`config.mk`:
```
export PLATFORM = sky130hd
export DESIGN_NAME = sync_frame_serializer
export DESIGN_NICKNAME = d
export VERILOG_FILES = /design/src/rtl/sync_frame_serializer.sv
export SDC_FILE = /design/constraint.sdc
export NUM_CORES = 1
export LEC_CHECK = 0
export ABC_AREA = 1
export BUFFER_PORTS_ARGS = -buffer_cell sky130_fd_sc_hd__buf_2
export CAP_MARGIN = 15
export CORE_ASPECT_RATIO = 2
export CORE_MARGIN = 2
export CORE_UTILIZATION = 43
export CTS_CLUSTER_DIAMETER = 120
export DETAILED_ROUTE_END_ITERATION = 12
export GPL_TIMING_DRIVEN = 0
export SLEW_MARGIN = 20
export SYNTH_ARGS = -nofsm -noshare
export SYNTH_HDL_FRONTEND = slang
export SYNTH_SLANG_ARGS = --single-unit
export TNS_END_PERCENT = 100
```
`constraint.sdc`:
```
create_clock -name clk -period 1.3 [get_ports clk]
set_input_delay 0.065 -clock clk [delete_from_list [all_inputs] [get_ports clk]]
set_output_delay 0.065 -clock clk [all_outputs]
set_load 0.02 [all_outputs]
```
`src/rtl/sync_frame_serializer.sv`:
```
// Bit-serial frame transmitter: sync pattern, payload MSB first, optional even-parity bit,
// then GAP_LEN idle zeros. Define SYNC_FRAME_PARITY_EN to append the parity bit.
module sync_frame_serializer #(
  parameter int                DATA_W  = 8,
  parameter int                SYNC_W  = 3,
  parameter logic [SYNC_W-1:0] SYNC    = 3'b101,
  parameter int                GAP_LEN = 2
) (
  input  logic              clk,
  input  logic              reset,
  input  logic              start,
  input  logic [DATA_W-1:0] data_in,
  output logic              ready,
  output logic              out_bit,
  output logic              out_valid,
  output logic              done
);

  localparam int FRAME_W = SYNC_W + DATA_W;
  localparam int MAX_SD  = (SYNC_W > DATA_W) ? SYNC_W : DATA_W;
  localparam int MAX_LEN = (MAX_SD > GAP_LEN) ? MAX_SD : GAP_LEN;
  localparam int CNT_W   = $clog2(MAX_LEN + 1);

`ifdef SYNC_FRAME_PARITY_EN
  localparam bit PAR_EN = 1'b1;
`else
  localparam bit PAR_EN = 1'b0;
`endif

  typedef enum logic [2:0] {S_IDLE, S_SYNC, S_DATA, S_PAR, S_GAP} state_t;

  state_t             state_q, state_d;
  logic [FRAME_W-1:0] shift_q, shift_d;
  logic [CNT_W-1:0]   cnt_q, cnt_d;
  logic               ready_q, ready_d;
  logic               out_bit_q, out_bit_d;
  logic               out_valid_q, out_valid_d;
  logic               done_q, done_d;
  logic               frame_end;
`ifdef SYNC_FRAME_PARITY_EN
  logic               parity_q, parity_d;
`endif

  // Sync and payload share one shift register so both phases simply emit its MSB.
  always_comb begin
    // NOTE: every signal gets a default before the case so no path can infer a latch.
    state_d     = state_q;
    shift_d     = shift_q;
    cnt_d       = cnt_q;
    ready_d     = ready_q;
    out_bit_d   = 1'b0;
    out_valid_d = 1'b0;
    done_d      = 1'b0;
    frame_end   = 1'b0;
`ifdef SYNC_FRAME_PARITY_EN
    parity_d    = parity_q;
`endif

    case (state_q)
      S_IDLE: begin
        if (start) begin
          state_d     = S_SYNC;
          shift_d     = {SYNC, data_in} << 1;
          cnt_d       = CNT_W'(SYNC_W - 1);
          out_bit_d   = SYNC[SYNC_W-1];
          out_valid_d = 1'b1;
          ready_d     = 1'b0;
`ifdef SYNC_FRAME_PARITY_EN
          parity_d    = ^data_in;
`endif
        end
      end
      S_SYNC: begin
        out_valid_d = 1'b1;
        out_bit_d   = shift_q[FRAME_W-1];
        shift_d     = shift_q << 1;
        if (cnt_q != '0) begin
          cnt_d = cnt_q - CNT_W'(1);
        end else begin
          // The bit emitted here is the first payload bit.
          state_d = S_DATA;
          cnt_d   = CNT_W'(DATA_W - 1);
          done_d  = !PAR_EN && (DATA_W == 1);
        end
      end
      S_DATA: begin
        if (cnt_q != '0) begin
          out_valid_d = 1'b1;
          out_bit_d   = shift_q[FRAME_W-1];
          shift_d     = shift_q << 1;
          cnt_d       = cnt_q - CNT_W'(1);
          done_d      = !PAR_EN && (cnt_q == CNT_W'(1));
        end else begin
`ifdef SYNC_FRAME_PARITY_EN
          state_d     = S_PAR;
          out_valid_d = 1'b1;
          out_bit_d   = parity_q;
          done_d      = 1'b1;
`else
          frame_end   = 1'b1;
`endif
        end
      end
      S_PAR: frame_end = 1'b1;
      S_GAP: begin
        if (cnt_q != '0) begin
          cnt_d = cnt_q - CNT_W'(1);
        end else begin
          state_d = S_IDLE;
          ready_d = 1'b1;
        end
      end
      default: begin
        state_d = S_IDLE;
        ready_d = 1'b1;
      end
    endcase

    // Line drops to 0 on the edge after the last frame bit; gap or idle follows.
    if (frame_end) begin
      if (GAP_LEN > 0) begin
        state_d = S_GAP;
        cnt_d   = CNT_W'(GAP_LEN - 1);
      end else begin
        state_d = S_IDLE;
        ready_d = 1'b1;
      end
    end
  end

  always_ff @(posedge clk or posedge reset) begin
    if (reset) begin
      state_q     <= S_IDLE;
      shift_q     <= '0;
      cnt_q       <= '0;
      ready_q     <= 1'b1;
      out_bit_q   <= 1'b0;
      out_valid_q <= 1'b0;
      done_q      <= 1'b0;
`ifdef SYNC_FRAME_PARITY_EN
      parity_q    <= 1'b0;
`endif
    end else begin
      // NOTE: state updates use non-blocking assignments so all flops see pre-edge values.
      state_q     <= state_d;
      shift_q     <= shift_d;
      cnt_q       <= cnt_d;
      ready_q     <= ready_d;
      out_bit_q   <= out_bit_d;
      out_valid_q <= out_valid_d;
      done_q      <= done_d;
`ifdef SYNC_FRAME_PARITY_EN
      parity_q    <= parity_d;
`endif
    end
  end

  assign ready     = ready_q;
  assign out_bit   = out_bit_q;
  assign out_valid = out_valid_q;
  assign done      = done_q;

endmodule

```
==> Yosys cells after proc, flatten, opt, wreduce, memory -nomap -nowiden <==
Index checks and enable logic that the tools add are counted.
{ "op_classes": {"eq_ne": 13, "n_mul": 0, "n_addsub": 1, "n_reduce_logical": 11, "order_cmp": 0, "bitwise_logic": 1, "n_mux": 25, "shift": 0, "div_mod_pow": 0} }
{ "ops": {"columns": ["operator", "n"], "rows": [
  ["$pmux W11 S3", 1],
  ["$mux W11", 2],
  ["$mux W4", 4],
  ["$mux W3", 4],
  ["$pmux W3 S4", 1],
  ["$pmux W4 S3", 1],
  ["$ne A3 B3 Y1 const B", 3],
  ["$pmux W1 S3", 3],
  ["$reduce_and A3 Y1", 3],
  ["$mux W1", 8],
  ["$reduce_bool A4 Y1", 2],
  ["$eq A3 B2 Y1 const B", 2],
  ["$ne A2 B2 Y1 const B", 3],
  ["$eq A4 B1 Y1 const B", 1],
  ["$reduce_and A4 Y1", 1],
  ["$reduce_or A2 Y1", 2],
  ["$sub A4 B1 Y4 const B", 1],
  ["$eq A3 B1 Y1 const B", 1],
  ["$eq A3 B3 Y1 const B", 1],
  ["$logic_not A3 Y1", 1],
  ["$ne A3 B1 Y1 const B", 1],
  ["$reduce_bool A3 Y1", 1],
  ["$reduce_or A3 Y1", 1],
  ["$ne A2 B1 Y1 const B", 1],
  ["other kinds (2)", 2]
]} }
{ "totals": {"n_memories": 0, "in_bits": 11, "mem_bits_rw": 0, "register_bits": 22, "out_inout_bits": 4, "elab_cells": 58, "rom_bits": 0, "latch_bits": 0} }

==> Logic depth before layout (Yosys ltp) <==
Gate-level depths: netlist of run 1.
{ "depth": {"depth_word": 5, "ltp_mapped": 9} }

==> Least setup slack after synthesis of run 1 <==
No wires, ideal clock.
{ "synth_timing": {"kind": "reg-to-reg", "from": "register cnt_q[0]", "to": "register cnt_q[1]", "setup_time_ns": 0.116, "required_ns": 1.184, "period_less_slack_ns": 1.318, "t_arrival_ns": 1.201, "path_stages_with_launch": 10, "slack_ns": -0.018, "path_cell_list": "dfrtp_1 inv_1 ha_1 nand2_2 nand2_1 nand2_1 nand2_1 nor2_1 nand2_1 nand2_1"} }
{ "synth_between": {"elab_chain_cells": 5, "word_cells_on_any_way": 12} }
{ "synth_lines": {"columns": ["element", "line_no", "rtl"], "rows": [
  ["from (decl)", "34", "logic [CNT_W-1:0] cnt_q, cnt_d;"],
  ["from (signal assigned)", "147", "cnt_q <= cnt_d;"],
  ["parallel branches: the longest is 5 deep, another holds $sub A4 B1 Y4", null, null]
]} }
Parallel ways; which one is timed is not known. The select of a mux whose other input is x is not followed.
A chain may end at the register's enable or synchronous reset.

==> Final worst setup path of run 1 <==
{ "layout_timing": {"from": "register cnt_q[1]", "to": "register shift_q[2]"} }
{ "layout_between": {"elab_chain_cells": 3} }
{ "layout_lines": {"columns": ["element", "line_no", "rtl"], "rows": [
  ["$reduce_bool A4 Y1", "87", "if (cnt_q != '0) begin"],
  ["$ne A2 B2 Y1 (no source line)", null, null],
  ["$reduce_and A3 Y1 (no source line)", null, null],
  ["to (signal assigned)", "146", "shift_q <= shift_d;"],
  ["to (decl)", "33", "logic [FRAME_W-1:0] shift_q, shift_d;"]
]} }
Every way passes these cells.

==> metrics.txt, run 1 <==
status=completed; Ant. Diodes=0; synth warn=0; Cell variety after synth=22; Vias per Instance=5.050; grt total ovfl=0; WP data arrival=~1.5 ns; IO buf count=14; Syn Std Cell Area=1154 sq um; synthesized net count=170; crit start category=register; max frequency=770.0 MHz; total power=4626 uW; HP Class=input port to register; Layout area overhead=36.77%; Hold WS=between 0.015 and 0.02 ns; syn_area_per_cell=7.348 sq um; power per cell area=2932 nW/um^2; Placement Rows=26; Slew Limit Fails=0; Seq cells post-synth=21; initial core utilization=45.46%; first-pass GRT wire length=4.533 mm; vias in the first global route=~1100; Final TNS setup=0 ns; Worst EP required=roughly 1.5 ns; worst path cell trace=inv_2 > ha_4 > nand2_4 > nand3_4 > buf_4 > nand3_1 > nand2_2; Global Route Usage Sum=20.29%; wire per inst=roughly 13 um; critical path class=register to register; RSZ-0062 raised after global routing=yes; Worst Setup End Kind=register; Root Driver=clkbuf_8; Final Hold Viols=0; initial antenna violation count=0; # fillers=232; Max-Cap Viols=0; die area=3138 sq um; Worst-Skew Late Latency=~0.26 ns; dpl cells=199; biggest area consumer among synthesized cells=dfrtp_1; top post-synthesis cells by area=dfrtp_1 (43%), nand2_1 (25%), nand3_1 (7.8%), inv_1 (2.9%), dfstp_2 (2.3%); VDD IR max=1.798 mV; sequential element share of the synthesized area=a little under half; io pins=15; Max clock buf depth=2; Post-Syn Instances=around 160; Leak Pwr=around 0.00086 uW; proportion of layout cells with a drive suffix above 1=38.95%; number of setup violations in the final report=0; core region area=between 2000 and 3000 sq um; Slew @ Worst Pin=between 0.8 and 0.9 ns; Worst Skew=0.0009026 ns; CTS clk-pin slew, worst paths=0.08 ns; H-tree depth=1; Die Span Y=77.25 um; Tcrit/Tclk final=99.91%; Die Wd=40.63 um; 1st-iter DRT viols=13; final WL=2.771 mm; delay-heaviest family, CP=flip-flops; first-pass iteration count of the detailed router=4; CTS buffer count=3; WP buf/inv=2; CP max stage delay=0.39 ns; final std cells w/o fill=218; Detail Route Antenna Nets=0; Final HPWL DP=1.868 mm; largest net degree at the start of global routing=22; Worst slew margin=between 40% and 50%; vias=around 1100; NumNets Final=204; # DRC=0; Routability Congestion=0.6854; Clock Sinks=21; post-layout util=62.18%; CP max stage cell=dfrtp_1; Tmin final=1.299 ns; post-synth top area share=between 40% and 50%; CTS tree=done; largest fanout on the critical path=10
layout make-up:
type / instances / area, sq um / share of cell area [%]
Timing Repair Buffer: 29 / 192.7 / 12.21
Inverter: 12 / 52.55 / 3.331
Multi-Input combinational cell: 120 / 681.9 / 43.22
Buffer: 4 / 41.29 / 2.617
Tap cell: 28 / 35.03 / 2.220
Sequential cell: 21 / 529.3 / 33.54
Clock buffer: 4 / 45.04 / 2.855
timing repair:
action / in CTS / in global routing
cloned: 0 / 1
setup endpoints to repair: 18 / 14
resized for setup: 19 / 25
pin swaps: 4 / 5
buffers inserted: 7 / 6
endpoints found under the hold margin: 20 / 0
hold buffers: 1 / 0
layout by cell type, fill, tap and decap left out, drive strengths merged, types with 2 or more instances in the layout:
| cell | count |
|---|---|
| dfrtp | 20 |
| a21oi | 2 |
| o21ai | 2 |
| inv | 12 |
| clkbuf | 4 |
| nand2 | 81 |
| nor2 | 9 |
| ha | 2 |
| nand3 | 20 |
| buf | 32 |
per-layer routing:
metal / wire, um / vias to the layer above / part of all wire (%) / global-route usage (%)
met5: 0 / - / 0 / 0
li1: - / 556 / - / -
met1: 1046 / 522 / 38 / 24.05
met2: 1612 / 17 / 58 / 33.81
met4: 64 / 0 / 2.3 / 9.333
met3: 48 / 6 / 1.7 / 2.023
tightest hold or removal path, cell delays in order:
cell and delay (ns):
buf_2 0.08, nand3_2 0.06, nand2_1 0.05
synth_stat cells:
cell      n
nor2_1    5
nor2_2    3
nand2_2   4
o21ai_1   1
o21a_1    1
xor2_1    1
inv_1     9
nand3_2   2
dfrtp_1  20
dfstp_2   1
nand2_1  77
ha_1      2
a21oi_1   2
inv_2     3
buf_4     2
nor3_2    1
nor2_4    1
buf_6     1
buf_2     1
o21ai_0   1
nand3_1  18
nand4_1   1
final timing paths:
| check | slack [ns] | start | end | cells after the start |
|---|---|---|---|---|
| worst min register to register | 0.46 | ready | ready | 2 |
| worst max register to register | 0.001 | cnt_q[1] | shift_q[2] | 7 |
| min in group asynchronous | 0.50 | reset | shift_q[5] | 3 |
| max in group asynchronous | 0.25 | reset | state_q[0] | 3 |
| worst max-delay path | 0.001 | cnt_q[1] | shift_q[2] | 7 |
| worst min-delay path | 0.02 | data_in[0] | shift_q[1] | 3 |
registers in the layout, indices dropped and copies added, names as in the netlist:
signal and cells:
cnt_q 4, done 1, out_bit 1, out_valid 1, ready 1, shift_q 10, state_q 3
power breakdown:
part,switching [uW],leakage (uW),internal [uW]
combinational,1730,0.000573,1260
sequential,229,0.000261,970
clock,222,0.0000228,219
total,2180,0.000857,2450
kinds of logic (layout without fill, tap and decap cells):
| family | after synthesis | in the layout | synth area share [%] |
|---|---|---|---|
| flops | 21 | 21 | 45.66 |
| xor+xnor | 1 | 1 | 0.7594 |
| fa+ha+maj | 2 | 2 | 2.169 |
| buf+inv | 16 | 49 | 6.615 |
| compound gates | 5 | 5 | 2.386 |
| simple gates | 112 | 112 | 42.41 |
metrics by stage:
stage / instance area [sq um] / setup slack, ns
after floorplan: 1159 / 0.005250
after global placement: 1264 / -0.1869
after detailed placement: 1264 / -0.2115
after CTS: 1439 / -0.004524
after global routing: 1578 / -0.06814
final: 1578 / 0.001222
No activity file was read; power rests on OpenSTA's default activity.
==> run 2, diff against run 1 <==
--- a/config.mk
+++ b/config.mk
@@ -5,7 +5,6 @@
 export SDC_FILE = /design/constraint.sdc
 export NUM_CORES = 1
 export LEC_CHECK = 0
-export ABC_AREA = 1
 export BUFFER_PORTS_ARGS = -buffer_cell sky130_fd_sc_hd__buf_2
 export CAP_MARGIN = 15
 export CORE_ASPECT_RATIO = 2
==> metrics.txt, run 2 <==
max frequency=635.6 MHz (-17%); Tcrit/Tclk final=121.0% (+21 points); EDFF count, synth=0 (unchanged); CTS buffer count=3 (unchanged); net switching power=1902 uW (-13%); top post-synthesis cells by area=dfrtp_1 (44%), mux2i_1 (6.2%), nor2_1 (5.3%), a21oi_1 (4.4%), o21ai_1 (2.6%); count leader, synth=dfrtp_1; Clock Sinks=21 (unchanged); 1st-iter DRT viols=29 (+16); Worst slew margin=68.83% (+23 points); Biggest register=shift_q; Clk pwr share=9.2% (-0.3 points); Placement Rows=26 (unchanged); initial core utilization=44.72% (-0.74 points); Slew @ Worst Pin=0.4666 ns (-0.3441 ns); GR Layer Usage met2=37.30% (+3.5 points); dpl cells=156 (-22%); syn_area_per_cell=9.955 sq um (+35%); Vias per Instance=5.533 (+9.6%); Final Hold Viols=0 (unchanged); wire per inst=15.14 um (+19%); Root Driver=clkbuf_8; power per cell area=2901 nW/um^2 (-1.1%); sw frac=40.81% (-6.3 points); crit start category=register; Largest register FFs=10 (unchanged); vias in the first global route=1026 (-4.6%); Tmin final=1.573 ns (+0.2745 ns); VDD IR max=1.493 mV (-17%); Post-synth top cells=dfrtp_1 (20), nor2_1 (16), a21oi_1 (10); first-pass GRT wire length=4.429 mm (-2.3%); HP Class=input port to register; failing checks=setup timing; IO buf count=14 (unchanged); gr busiest metal=met2; sequential share of power=25.6% (-0.3 points); most common library cell in the layout ignoring fill and taps=dfrtp_1; post-synth top area share=44.10% (+0.72 points); Post-Syn Instances=114 (-27%); Global Route Usage Sum=20.88% (+0.59 points); registers with the most flip-flops=shift_q (10), cnt_q (4), state_q (3); Syn Std Cell Area=1135 sq um (-1.6%); Seq cells post-synth=21 (unchanged); CTS tree=done; Leak Pwr=0.0007232 uW (-16%); number of setup violations in the final report=21 (+21); Layout area overhead=41.57%; largest fanout on the critical path=5 (-5); core region area=2537 sq um (unchanged); H-tree depth=1 (unchanged); design area=1607 sq um (+1.8%); WP data arrival=1.72 ns (+0.26 ns); Routability Congestion=0.7475 (+9.1%); Cell variety after synth=39 (+77%); ys async rst share=100.0% (unchanged); sequential element share of the synthesized area=46.42% (+0.76 points); Detail Route Antenna Nets=0 (unchanged); CTS clk-pin slew, worst paths=0.07 ns (about the same); most frequent cells in the layout=dfrtp_1 (17), buf_4 (15), buf_2 (15); Internal Dissipation=2758 uW (+13%); status=complete, but fails checks; Worst Skew=0.002095 ns (+0.001192 ns); slack of the critical path=-0.2733 ns (-0.2745 ns); final WL=2.726 mm (-1.6%); pre-CTS setup slack=-0.4983 ns (-0.2868 ns); met1 usage in global routing=18.51% (-5.5 points); Ant. Diodes=0 (unchanged); final std cells w/o fill=180 (-17%); Slew Limit Fails=0 (unchanged); Max clock buf depth=2 (unchanged); total power=4660 uW (+0.72%); biggest area consumer among synthesized cells=dfrtp_1; synthesized net count=127 (-25%); # DRC=0 (unchanged); initial antenna violation count=0 (unchanged); Worst EP required=1.45 ns (about the same); Final HPWL DP=1.778 mm (-4.8%); critical path class=register to register; largest net degree at the start of global routing=22 (unchanged); io pins=15 (unchanged); Die Span Y=76.65 um (-0.78%); NumNets Final=166 (-19%); first-pass iteration count of the detailed router=3 (-1); proportion of layout cells with a drive suffix above 1=50.66% (+12 points); Comb power frac=65.2% (+0.6 points); Die Wd=40.33 um (-0.74%); Primary FF master, synth=dfrtp_1; vias=996 (-9.5%); Worst-Skew Late Latency=0.26 ns (about the same); Max-Cap Viols=0 (unchanged); placed cell areas=1264 sq um (unchanged); RSZ-0062 raised after global routing=yes; Global Route met3 Usage=2.890% (+0.87 points); grt total ovfl=0 (unchanged); Worst Setup End Kind=register; die area=3091 sq um (-1.5%); synth warn=0 (unchanged)
run 2: cell types whose count changed after synthesis, moves of 5 or more:
cell,change
a21oi_1,+8
mux2i_1,+7
nand2_1,-76
nand3_1,-16
nor2_1,+11
o21ai_1,+5
run 2: power by group through the flow:
stage / Sequential [uW] / Clock [uW] / Combinational, uW
6_report: 1190 / 430 / 3040
5_1_grt: 1220 / 481 / 3320
4_1_cts: 1180 / 446 / 2770
3_5_place_dp: 1200 / 0 / 1970
3_3_place_gp: 1190 / 0 / 1920
2_1_floorplan: 1200 / 0 / 1540
run 2: logic make-up after synthesis:
group / after synthesis / share of synthesized area [%]
simple gates: 37 / 19.19
buf+inv: 13 / 5.623
fa+ha+maj: 2 / 2.205
compound gates: 33 / 19.63
mux: 7 / 6.174
flops: 21 / 46.42
xor+xnor: 1 / 0.7719
run 2: metal layers:
layer / up-vias / part of all wire, %
met5: - / 0
met2: 13 / 61
li1: 481 / -
met1: 496 / 34
met3: 6 / 1.5
met4: 0 / 3.3
run 2: worst max-delay path, stage by stage (launching register included):
cell and delay [ns]:
dfrtp_2 0.42, inv_2 0.08, ha_4 0.14, nor3b_4 0.31, o32ai_4 0.16, buf_4 0.19
nor2_1 0.12, a21oi_2 0.04
run 2: per-stage QoR:
| step | utilization (%) | TNS, ns | hold WS [ns] |
|---|---|---|---|
| after floorplan | - | -3.766 | 0.04079 |
| after global placement | 49.80 | -8.297 | 0.2624 |
| after detailed placement | 49.80 | -8.266 | 0.2681 |
| after CTS | 60.26 | -3.957 | 0.06310 |
| after global routing | 63.31 | -6.146 | 0.09628 |
| final | 63.31 | -4.339 | 0.06764 |
run 2: final timing paths:
check,from,end,slack (ns),depth (start not counted)
max,cnt_q[0],shift_q[8],-0.27,7
min,data_in[0],shift_q[1],0.07,3
max reg2reg,cnt_q[0],shift_q[8],-0.27,7
min reg2reg,ready,ready,0.51,2
max in group asynchronous,reset,ready,0.61,3
min in group asynchronous,reset,out_bit,0.37,3
run 2: cell type report:
class,count,area (sq um)
multi-input combinational,80,668.1
buffer,6,47.55
inverter,7,30.03
timing repair buffer,34,250.2
clock buffer,4,45.04
sequential,21,530.5
fill,215,930.9
tap,28,35.03
run 2: timing repair:
| action | 4_1_cts | 5_1_grt |
|---|---|---|
| gates cloned | 2 | 0 |
| hold endpoints to repair | 20 | 0 |
| pin swaps | 2 | 3 |
| hold buffers | 1 | 0 |
| buffers inserted | 13 | 4 |
| setup endpoints to repair | 21 | 22 |
| resized for setup | 23 | 14 |
==> run 3, diff against run 2 <==
--- a/config.mk
+++ b/config.mk
@@ -9,7 +9,7 @@
 export CAP_MARGIN = 15
 export CORE_ASPECT_RATIO = 2
 export CORE_MARGIN = 2
-export CORE_UTILIZATION = 43
+export CORE_UTILIZATION = 26
 export CTS_CLUSTER_DIAMETER = 120
 export DETAILED_ROUTE_END_ITERATION = 12
 export GPL_TIMING_DRIVEN = 0
==> metrics.txt, run 3 (synthesis results as in run 2) <==
Ant. Diodes=0 (unchanged); Worst Setup End Kind=register; initial antenna violation count=0 (unchanged); Biggest register=shift_q; Largest register FFs=10 (unchanged); 1st-iter DRT viols=17 (-41%); Worst EP required=1.50 ns (+0.05 ns); number of setup violations in the final report=21 (unchanged); Global Route Usage Sum=10.58% (-10 points); registers with the most flip-flops=shift_q (10), cnt_q (4), state_q (3); CTS buffer count=3 (unchanged); status=complete, but fails checks; initial core utilization=26.68% (-18 points); Die Wd=50.72 um (+26%); Root Driver=clkbuf_8; proportion of layout cells with a drive suffix above 1=42.18% (-8.5 points); power per cell area=2798 nW/um^2 (-3.5%); Die Span Y=97.43 um (+27%); most frequent cells in the layout=dfrtp_1 (19), buf_2 (16), nor2_1 (12); grt total ovfl=0 (unchanged); # DRC=0 (unchanged); Tcrit/Tclk final=124.9% (+3.8 points); IO buf count=14 (unchanged); RSZ-0062 raised after global routing=yes; critical path class=register to register; failing checks=setup timing; Placement Rows=34 (+31%); dpl cells=182 (+17%); CTS clk-pin slew, worst paths=0.08 ns (about the same); Tmin final=1.623 ns (+0.04985 ns); max frequency=616.1 MHz (-3.1%); WP data arrival=1.82 ns (+0.10 ns); Vias per Instance=4.716 (-15%); Worst slew margin=46.78% (-22 points); Routability Congestion=0.7604 (+1.7%); Max clock buf depth=2 (unchanged); CTS tree=done; total power=4411 uW (-5.3%); VDD IR max=1.440 mV (-3.5%); Final HPWL DP=1.578 mm (-11%); first-pass GRT wire length=4.146 mm (-6.4%); most common library cell in the layout ignoring fill and taps=dfrtp_1; vias=948 (-4.8%); R2R Setup Slk=-0.32 ns (-0.05 ns); Final Hold Viols=0 (unchanged); HP Class=input port to register; Slew Limit Fails=0 (unchanged); slack of the critical path=-0.3232 ns (-0.04985 ns); Max-Cap Viols=0 (unchanged); Worst Skew=0.005574 ns (+0.003479 ns); final WL=2.534 mm (-7.0%); Clock Sinks=21 (unchanged); Leak Pwr=0.0007079 uW (-2.1%); Slew @ Worst Pin=0.7975 ns (+0.3309 ns); H-tree depth=1 (unchanged); Final TNS setup=-5.235 ns (-0.8952 ns); vias in the first global route=953 (-7.1%); Worst-Skew Late Latency=0.27 ns (about the same); die area=4941 sq um (+60%); NumNets Final=161 (-3.0%); largest fanout on the critical path=5 (unchanged); final std cells w/o fill=201 (+12%); largest net degree at the start of global routing=22 (unchanged); crit start category=register; Layout area overhead=38.92%; wire per inst=12.61 um (-17%); core region area=4254 sq um (+68%); Detail Route Antenna Nets=0 (unchanged); first-pass iteration count of the detailed router=2 (-1); io pins=15 (unchanged)
-- run 3: changes by cell type in the layout (fill, tap and decap cells not counted), moves of 3 or more --
cell | previous run | this run
nor2_2 | 5 | 2
o21ai_2 | 4 | 0
a21oi_2 | 6 | 2
o21ai_1 | 4 | 8
buf_4 | 15 | 8
a21oi_1 | 4 | 8
-- run 3: path summary, 6_finish.rpt --
path | to | startpoint | cells past startpoint
hold reg to reg | ready | ready | 2
setup / recovery | shift_q[3] | cnt_q[0] | 9
hold / removal | shift_q[1] | data_in[0] | 3
min in group asynchronous | done | reset | 3
max in group asynchronous | state_q[1] | reset | 3
setup reg to reg | shift_q[3] | cnt_q[0] | 9
-- run 3: worst max-delay path, cell delays in order (launching register included) --
cell and delay, ns:
dfrtp_1 0.38, inv_2 0.06, ha_4 0.16, nor3b_4 0.14
buf_6 0.13, o32ai_4 0.26, buf_6 0.16, buf_6 0.12
nor2_2 0.04, a21oi_1 0.10
-- run 3: final cells by class --
cell class	count	area, sq um
clock inverter	1	5.005
buffer	6	48.80
timing repair buffer	29	216.5
multi-input combinational	80	643.1
sequential	21	528.0
inverter	7	26.28
fill	423	2678
tap	54	67.56
clock buffer	3	41.29
-- run 3: where the power goes --
part / switching (uW) / total [uW] / internal, uW
Clock: 232 / 447 / 214
Sequential: 221 / 1190 / 966
Combinational: 1350 / 2780 / 1430
Total: 1800 / 4410 / 2610
-- run 3: metrics by stage --
| stage | setup WS (ns) | cell area [sq um] | hold WS [ns] | utilization [%] |
|---|---|---|---|---|
| 2_1_floorplan | -0.2725 | 1159 | 0.04079 | - |
| 3_3_place_gp | -0.4667 | 1296 | 0.2624 | 30.47 |
| 3_5_place_dp | -0.4601 | 1296 | 0.2684 | 30.47 |
| 4_1_cts | -0.2627 | 1425 | 0.04905 | 33.50 |
| 5_1_grt | -0.3925 | 1577 | 0.05926 | 37.06 |
| 6_report | -0.3232 | 1577 | 0.05338 | 37.06 |
-- run 3: layer usage --
| metal | GRT usage [%] | part of all wire (%) | vias to the layer above |
|---|---|---|---|
| met4 | 4.574 | 1.6 | 0 |
| met3 | 2.000 | 2.6 | 3 |
| met2 | 16.70 | 51 | 15 |
| met5 | 0 | 0 | - |
| li1 | - | - | 474 |
| met1 | 13.84 | 45 | 456 |
-- run 3: repair_timing --
action                                  in CTS  in global routing
pin swaps                                    1                  8
hold buffers                                 1                  0
endpoints found under the setup margin      21                 21
gates resized for setup                      9                 18
hold endpoints to repair                    20                  0
cloned                                       1                  0
setup buffers                                4                  9
